## src/rtl/param_fifo.sv

```systemverilog
// rtl/param_fifo.sv - parametrised single-clock FIFO with show-ahead, thresholds, occupancy and error pulses
module param_fifo #(
    parameter int width              = 8,
    parameter int widthu             = 3,
    parameter int showahead          = 0,
    parameter int almost_full_value  = 6,
    parameter int almost_empty_value = 2
) (
    input  logic              clk,
    input  logic              rst,
    input  logic              sclr,
    input  logic              wrreq,
    input  logic [width-1:0]  data,
    input  logic              rdreq,
    output logic [width-1:0]  q,
    output logic              empty,
    output logic              full,
    output logic              almost_empty,
    output logic              almost_full,
    output logic [widthu:0]   usedw,
    output logic              overflow,
    output logic              underflow
);

    localparam int                DEPTH    = 2 ** widthu;
    localparam logic [widthu:0]   DEPTH_W  = (widthu + 1)'(DEPTH);
    localparam logic [widthu:0]   AF_W     = (widthu + 1)'(almost_full_value);
    localparam logic [widthu:0]   AE_W     = (widthu + 1)'(almost_empty_value);
    localparam logic [widthu:0]   CNT_ONE  = (widthu + 1)'(1);
    localparam logic [widthu-1:0] PTR_ONE  = widthu'(1);

    logic [width-1:0]  mem [DEPTH];
    logic [widthu-1:0] wr_ptr;
    logic [widthu-1:0] rd_ptr;
    logic [widthu:0]   count;
    logic              clr;
    logic              wr_acc;
    logic              rd_acc;

    assign clr    = rst || sclr;
    // Acceptance uses registered flags only, so full blocks write-through and empty blocks bypass.
    assign wr_acc = wrreq && !full;
    assign rd_acc = rdreq && !empty;

    assign usedw        = count;
    assign empty        = (count == '0);
    assign full         = (count == DEPTH_W);
    assign almost_full  = (count >= AF_W);
    assign almost_empty = (count < AE_W);

    always_ff @(posedge clk) begin
        if (!clr && wr_acc) begin
            mem[wr_ptr] <= data;
        end
    end

    always_ff @(posedge clk) begin
        if (clr) begin
            wr_ptr    <= '0;
            rd_ptr    <= '0;
            count     <= '0;
            overflow  <= 1'b0;
            underflow <= 1'b0;
        end else begin
            overflow  <= wrreq && full;
            underflow <= rdreq && empty;
            if (wr_acc) begin
                wr_ptr <= wr_ptr + PTR_ONE;
            end
            if (rd_acc) begin
                rd_ptr <= rd_ptr + PTR_ONE;
            end
            case ({wr_acc, rd_acc})
                2'b10:   count <= count + CNT_ONE;
                2'b01:   count <= count - CNT_ONE;
                default: count <= count;
            endcase
        end
    end

    generate
        if (showahead != 0) begin : g_showahead
            assign q = mem[rd_ptr];
        end else begin : g_normal
            always_ff @(posedge clk) begin
                if (clr) begin
                    q <= '0;
                end else if (rd_acc) begin
                    q <= mem[rd_ptr];
                end
            end
        end
    endgenerate

endmodule

```

## config.mk

```make
export PLATFORM = sky130hd
export DESIGN_NAME = param_fifo
export DESIGN_NICKNAME = d
export VERILOG_FILES = /design/src/rtl/param_fifo.sv
export SDC_FILE = /design/constraint.sdc
export NUM_CORES = 1
export LEC_CHECK = 0
export CORE_UTILIZATION = 50
export CTS_CLUSTER_DIAMETER = 150
export DETAILED_ROUTE_END_ITERATION = 6
export GPL_TIMING_DRIVEN = 0
export PLACE_DENSITY = 0.69
export SYNTH_ARGS = -nofsm -noshare
export SYNTH_HDL_FRONTEND = slang
export SYNTH_SLANG_ARGS = --single-unit
```

## constraint.sdc

```tcl
create_clock -name clk -period 6.9 [get_ports clk]
set_input_delay 1.38 -clock clk [delete_from_list [all_inputs] [get_ports clk]]
set_output_delay 1.38 -clock clk [all_outputs]
set_load 0.02 [all_outputs]
```

======== After elaboration in Yosys (flattened, before gate mapping) ========
Memories as Yosys holds them, arrays and structs flattened. A register that Yosys moved wholly into a read port is not among the register bits.
Index checks and enable logic that the tools add are counted.
word-level totals
  register bits after elaboration ......... 12
  bits in latches ......................... 0
  memory bits (writable) .................. 64
  bits in read-only memories .............. 0
  input port bits ......................... 13
  logic and storage cells ................. 29
  memories kept ........................... 1
memory list
  memory  depth  width  read ports  clocked after Yosys merged registers in  wr ports  line  RTL
  mem     8      8      1           1                                        1         32    logic [width-1:0] mem [DEPTH];
operators by class
  add/subtract/negate cells ............... 4
  multiply operators ...................... 0
  div/mod/pow operators ................... 0
  $lt $le $gt $ge ......................... 2
  equal/unequal tests ..................... 3
  shift operators ......................... 0
  multiplexer cells ....................... 3
  bitwise logic cells ..................... 0
  reductions and logical operators ........ 11
operators with widths
  operator                                                                              number
  4-bit one-hot mux with 2 select lines                                                 1
  3-bit by 1-bit adder with 3-bit output (second input constant)                        2
  1-bit logical AND                                                                     5
  4-bit by 1-bit adder with 4-bit output (second input constant)                        1
  4-bit equality test (second input constant)                                           1
  4-bit by 3-bit greater-or-equal comparator with 1-bit output (second input constant)  1
  4-bit zero test                                                                       1
  4-bit by 2-bit < comparator with 1-bit output (second input constant)                 1
  4-bit by 1-bit subtractor with 4-bit output (second input constant)                   1
  1-bit zero test                                                                       3
  2-bit by 1-bit equality test with 1-bit output (second input constant)                1
  2-bit equality test (second input constant)                                           1
  1-bit 2-to-1 mux                                                                      2
  2-bit nonzero test                                                                    1
  1-bit logical OR                                                                      1

======== Depth between registers and ports, before layout ========
Gate-level depths: netlist of the first run.
  word-level depth ........................ 6
  depth in mapped cells ................... 10

======== Least setup slack after synthesis of the first run ========
No wires, ideal clock.
  path kind ............................... in2reg
  from .................................... input port rdreq
  to ...................................... register count[2] (netlist: usedw[2])
  library setup time ...................... 71 ps
  arrival time ............................ 2,862 ps
  path slack .............................. 3,967 ps
  stages on the path ...................... 9
  path through ............................ o41a_4 buf_2 ha_1 xor2_1 ha_1 a21oi_1 xor2_1 or3_1 a21oi_1
on the way
  word-level cells in the longest chain between the ends .. 3
  elaborated cells on any way between the ends .. 5
  classes of those cells .................. eq/ne: 2; mux: 1; reduce/logical: 2
ends and longest elaborated chain
  what                                                                                   line  RTL
  from (decl)                                                                            14    input logic rdreq,
  1-bit logical AND (*)                                                                  43    assign rd_acc = rdreq && !empty;
  via rd_acc                                                                             38    logic rd_acc;
  2-bit by 1-bit equality test with 1-bit output or 2-bit equality test (tied branches)  73    case ({wr_acc, rd_acc})
  4-bit one-hot mux with 2 select lines or 2-bit nonzero test (tied branches)            -
  to (signal assigned)                                                                   74    2'b10: count <= count + CNT_ONE;
  to (signal assigned)                                                                   75    2'b01: count <= count - CNT_ONE;
  to (signal assigned)                                                                   76    default: count <= count;
  to (decl)                                                                              35    logic [widthu:0] count;
The timed path passes the listed nets; every way through them passes the cells marked *.
A chain may end at the register's enable or synchronous reset.

======== Final worst setup path of the first run ========
  from .................................... register count[0] (netlist: usedw[0])
  to ...................................... output port full
on the way
  word-level cells in the longest chain between the ends .. 1
ends and longest elaborated chain
  what                 line  RTL
  4-bit equality test  47    assign full = (count == DEPTH_W);
  to (decl)            17    output logic full,
Every way passes these cells.

==> results of run 1 <==
==> worst max-delay path: stages, from the launching register on <==
cell	delay, ps
dfxtp_1	410
or4b_4	640
inv_2	90
clkdlybuf4s50_1	590
==> layer usage <==
metal / track usage / up-vias / routed length, um
li1: - / 861 / -
met1: 0.271 / 932 / 2920
met2: 0.300 / 34 / 2920
met3: 0.0376 / 13 / 167
met4: 0.0940 / 0 / 153
met5: 0 / - / 0
==> Yosys cell counts (4+ instances only) <==
master    number  area share
buf_6          4       0.013
dfxtp_1       20        0.12
edfxtp_1      64        0.58
ha_1           5       0.019
mux4_2        16        0.11
nand2_1        4      0.0045
nand2b_1       4      0.0075
nor2_1        23       0.026
o21ai_0        9       0.013
o22ai_1        8       0.015
xor2_1         6       0.016
==> sequential cells by signal, indices dropped and copies added (netlist names) <==
signal     flops
underflow      1
usedw          4
wr_ptr         3
overflow       1
mem           64
q              8
rd_ptr         3
==> layout by cell type (no fill, tap or decap), types with 3 or more instances in the layout <==
master	Yosys	final
nand2b_1	4	4
xor2_1	6	6
clkbuf_1	2	4
buf_6	4	4
nand2_1	4	4
clkdlybuf4s50_1	0	30
dfxtp_1	20	20
nor2_1	23	23
o22ai_1	8	8
clkbuf_8	0	9
a21oi_1	3	3
edfxtp_1	64	64
buf_2	3	3
mux4_2	16	16
ha_1	5	5
o21ai_0	9	9
==> metrics by stage <==
step	util	hold slack (ps)	setup slack, ps
after detailed placement	0.585	500	3190
after CTS	0.611	525	3430
after global routing	0.612	551	3370
final	0.612	517	3450
after global placement	0.585	492	3220
after floorplan	-	503	3970
==> power groups by stage <==
| stage | clock network, W | logic (W) | registers [W] |
|---|---|---|---|
| 6_report | 0.000306 | 0.0000603 | 0.000551 |
| 3_3_place_gp | 0 | 0.0000598 | 0.000563 |
| 3_5_place_dp | 0 | 0.0000608 | 0.000563 |
| 4_1_cts | 0.000311 | 0.0000610 | 0.000552 |
| 2_1_floorplan | 0 | 0.0000306 | 0.000566 |
| 5_1_grt | 0.000333 | 0.0000657 | 0.000552 |
==> kinds of logic (layout without fill, tap and decap cells) <==
group / count (synthesis) / after routing
muxes: 18 / 18
AOI/OAI and AO/OA: 25 / 25
adders and majority gates: 5 / 5
and+or+nand+nor: 51 / 51
buffers and inverters: 12 / 58
DFF: 84 / 84
xor gates and xnor gates: 7 / 7
==> path summary, 6_finish.rpt <==
kind                            slack, ps     start  endpoint
worst min-delay path                  520      q[2]      q[2]
worst max-delay path                 3450  usedw[0]      full
worst min register to register        520      q[2]      q[2]
worst max register to register       4370  usedw[0]  usedw[2]
==> area by class of cell <==
class | instances | area (um2) | share of cell area
multi-input cells | 106 | 943 | 0.241
repair buffers | 30 | 300 | 0.0768
flip-flops and latches | 84 | 2320 | 0.594
clock buffers | 11 | 131 | 0.0336
plain buffers | 10 | 72.6 | 0.0186
inverters | 2 | 7.51 | 0.00192
well taps | 77 | 96.3 | 0.0246
clock inverters | 5 | 36.3 | 0.00928
==> metrics.txt, run 1 <==
status=completed; post-synth net total=220; GP Congestion=0.765; CTS tree=done; DR vias=between 1500 and 2000; sw frac=0.227; Clock power frac=0.333; Worst R2R Path Depth=9; htree depth=3; Port Buffers=30; Startpoint Class=flop; clock insertion delay at the later pin of the skew report=340 ps; fillers=498; largest family of logic cells by synthesized area=multiplexers; Pre-antenna DRT Iters=4; Routed Antenna Nets=0; io pins=31; Synth cell types=38; RSZ-0062 raised after global routing=false; non-filler cells, final=325; max_cap viols=0; Fin. Hold Viols=0; Combinational Power Share=0.066; mux cell area share after synthesis=0.114; CP Capture Type=output port; Setup Skew=between 8 and 9 ps; die width=83.7 um; DIE AREA=0.00701 mm2; Slew Viols, Final=0; critical path data required time=5520 ps; Seq pwr share=0.601; share of cells above drive strength 1=0.198; drt initial violations=62; Yosys reg bits=84; GRT overflow=0; Post-CTS Hold Fix Bufs=0; Vert. Die Dim=83.7 um; Slew HR=0.193; Post-Syn Instances=between 200 and 250; CTS max path bufs=2; Tcrit/Tclk final=0.500; drt via density=5.66; GRT Total Usage=0.195; Post-DP Area=0.00374 mm2; global-route wire length before repair=9.84 mm; number of global-route vias before repair=1774; Avg Inst Size Synth=16.5 um2; yosys warns=0; DRC violations left=0; post-route cell area=approximately 0.004 mm2; P_sw=between 0.0002 and 0.00025 W; power per cell area=235 mW/mm2; maximum vdd drop=157 uV; synthesized area=0.00334 mm2; starting density of the core=0.523; TNS Setup=0 ps; Compound-Gate Fraction of Synth Area=0.0483; Rows=29; antenna violations before repair=0; Hold Crit Class=flop to flop; CTS sink cnt=84; # setup viols final=0; Core Region=0.00639 mm2; Most used DFF post-synth=edfxtp_1; placed insts=309; leakage power=1.28 nW; CTS buffer count=9; area grow syn2layout=17.0%; Achievable Freq=about 0.29 GHz; post-route minimum period=3450 ps; Critical Path AT=2070 ps; Resize count post-CTS=0; number of flops mapped to enable cells by yosys=64; async set or reset register ratio after synthesis=0; Overall Power=just over 0.0009 W; xor/xnor cell area share of the yosys netlist=0.0184; worst hold stages=2; simple logic cell fraction of the synthesized area=0.0816; Post CTS Setup Buffer Count=0; Cell Int Power=0.000709 W; wire length per cell=around 19 um; worst slew pin tran=1200 ps; Post-Synth Adder-Cell Area=0.0187; antenna diode count=0; crit path kind=flop to output port; DRT Wirelength=6.16 mm; Crit Path Max Fanout=9; Seq/Total Area, Yosys=0.695; root buf cell=clkbuf_8; Final HPWL DP=3.86 mm; Final nets=about 260; largest net degree at the start of global routing=15; CTS clock-pin slew for the worst setup and hold paths=80 ps
Note: power is estimated with default switching activity, not from simulation.
==> inputs of run 2 (changes only) <==
--- a/config.mk
+++ b/config.mk
@@ -9,7 +9,7 @@
 export CTS_CLUSTER_DIAMETER = 150
 export DETAILED_ROUTE_END_ITERATION = 6
 export GPL_TIMING_DRIVEN = 0
-export PLACE_DENSITY = 0.69
+export PLACE_DENSITY = 0.72
 export SYNTH_ARGS = -nofsm -noshare
 export SYNTH_HDL_FRONTEND = slang
 export SYNTH_SLANG_ARGS = --single-unit
==> constraint.sdc (replaced) <==
create_clock -name clk -period 3 [get_ports clk]
set_input_delay 0.6 -clock clk [delete_from_list [all_inputs] [get_ports clk]]
set_output_delay 0.6 -clock clk [all_outputs]
set_load 0.02 [all_outputs]
==> run 2 against run 1 <==
Effect of this change: power increased to 2.6 times the previous value; non-clock buffer count rose by 1; critical path depth increased by 1; final cell count up 0.31%; first-iteration DRC count is 79% higher.
==> metrics.txt, run 2 (synthesized netlist as in run 1, its figures left out) <==
max_cap viols=0 (unchanged); area grow syn2layout=19.4%; Vert. Die Dim=83.7 um (unchanged); Pre-antenna DRT Iters=4 (unchanged); Critical-path top delay cell=clkdlybuf4s50_1; Resize count post-CTS=0 (unchanged); Core Region=0.00639 mm2 (unchanged); Combinational Power Share=0.058 (-0.008); Post CTS Setup Buffer Count=0 (unchanged); GRT overflow=0 (unchanged); reg-to-reg setup timing slack=480 ps (-3890 ps); clock insertion delay at the later pin of the skew report=350 ps (about the same); Startpoint Class=flop; max reg flops=64 (unchanged); leakage power=1.32 nW (+3.3%); CTS clock-pin slew for the worst setup and hold paths=90 ps (about the same); crit path kind=flop to output port; Seq pwr share=0.534 (-0.067); CTS buffer count=9 (unchanged); setup ws final=315 ps (-3130 ps); hold slack final=518 ps (+0.634 ps); Fin. Hold Viols=0 (unchanged); Tcrit/Tclk final=0.895; DIE AREA=0.00701 mm2 (unchanged); crit path to=full; io pins=31 (unchanged); Stages on worst setup path=4 (+1); Crit Path Max Fanout=10 (+1); RSZ-0062 raised after global routing=false; antenna diode count=0 (unchanged); # setup viols final=0 (unchanged); GRT Total Usage=0.191 (-0.00484); DRT Wirelength=6.16 mm (about the same); drt initial violations=111 (+79%); maximum vdd drop=349 uV (+120%); Biggest register=mem; starting density of the core=0.523 (unchanged); commonest non-fill, non-tap cell in the layout=edfxtp_1; area of the multi-input gates=938 um2 (-0.53%); sw frac=0.206 (-0.0213); fillers=484 (-2.8%); die width=83.7 um (unchanged); Setup Skew=8.13 ps (-0.117 ps); drt via density=5.61 (-0.96%); FF+latch area=0.00232 mm2 (unchanged); DRC violations left=0 (unchanged); worst slew pin tran=1360 ps (+155 ps); Hold Crit Class=flop to flop; Slew Viols, Final=0 (unchanged); TNS Setup=0 ps (unchanged); Achievable Freq=0.372 GHz; crit path buf inv count=3 (+1); global-route wire length before repair=9.47 mm (-3.7%); pre-CTS setup slack=-56.9 ps (-3250 ps); Post-CTS Hold Fix Bufs=0 (unchanged); P_sw=0.000489 W (+130%); htree depth=3 (unchanged); slowest stage delay, CP=600 ps (-40 ps); Port Buffers=30 (unchanged); root buf cell=clkbuf_8; post-route minimum period=2690 ps; most frequent cells in the layout=64 x edfxtp_1, 30 x clkdlybuf4s50_1, 23 x nor2_1, 20 x dfxtp_1, 16 x mux4_2; Rows=29 (unchanged); non-filler cells, final=326 (+0.31%); DR vias=1828 (-0.65%); CTS max path bufs=2 (unchanged); Final nets=262 (+0.38%); number of global-route vias before repair=1739 (-2.0%); largest net degree at the start of global routing=16 (+1); Routed Antenna Nets=0 (unchanged); RR Startpoint=usedw[0]; Worst R2R Path Depth=9 (unchanged); Cell Int Power=0.00188 W (+170%); Slew HR=0.0887 (-0.104); Final HPWL DP=3.84 mm (-0.57%); Clock power frac=0.407 (+0.074); wire length per cell=18.9 um (-0.24%); placed insts=309 (unchanged); power per cell area=595 mW/mm2 (+150%); reg-to-reg endpoint=usedw[2]; critical-path cell list=buf_6 > or4b_4 > inv_2 > clkdlybuf4s50_1; CTS sink cnt=84 (unchanged); CP top delay family=buffers and inverters; share of cells above drive strength 1=0.205 (+0.00724); CP Launch Point=usedw[1]; CTS tree=done; critical path data required time=2400 ps (-3120 ps); CP Capture Type=output port; antenna violations before repair=0 (unchanged); status=completed; GP Congestion=0.719 (-6.0%); Critical Path AT=2090 ps (+20 ps)
-- run 2: worst min-delay path, stage by stage (launching register included) --
cell and delay (ps):
dfxtp_1 330, o21ai_0 80, nor2_1 80
-- run 2: worst min-delay path by stage --
stage                     depth (start not counted)         to      start
final                                             2       q[7]       q[7]
after global routing                              2       q[7]       q[7]
after CTS                                         2       q[7]       q[7]
after detailed placement                          2       q[7]       q[7]
after global placement                            2       q[6]       q[6]
after floorplan                                   2  wr_ptr[1]  wr_ptr[1]
-- run 2: power by group through the flow --
stage | combinational (W) | clock (W) | sequential [W]
6_report | 0.000138 | 0.000967 | 0.00127
2_1_floorplan | 0.0000704 | 0 | 0.00130
3_5_place_dp | 0.000139 | 0 | 0.00130
3_3_place_gp | 0.000137 | 0 | 0.00129
5_1_grt | 0.000149 | 0.00103 | 0.00127
4_1_cts | 0.000140 | 0.000980 | 0.00127
-- run 2: area by class of cell --
cell class	count	area share
Clock buffer	9	0.0310
Buffer	10	0.0182
Tap cell	77	0.0241
Sequential cell	84	0.582
Clock inverter	7	0.0304
Inverter	2	0.00188
Timing Repair Buffer	31	0.0771
Multi-Input combinational cell	106	0.235
-- run 2: layer usage --
| layer | GRT usage | vias up | part of all wire |
|---|---|---|---|
| met2 | 0.301 | 49 | 0.50 |
| met5 | 0 | - | 0 |
| met3 | 0.0425 | 8 | 0.051 |
| li1 | - | 865 | - |
| met1 | 0.249 | 906 | 0.43 |
| met4 | 0.0986 | 0 | 0.020 |
-- run 2: per-stage QoR --
step | utilization | power (W) | instance area (um2)
CTS | 0.624 | 0.00239 | 3980
global route | 0.625 | 0.00245 | 3990
detailed placement | 0.585 | 0.00143 | 3740
finish | 0.625 | 0.00237 | 3990
global placement | 0.585 | 0.00143 | 3740
floorplan | - | 0.00137 | 3340
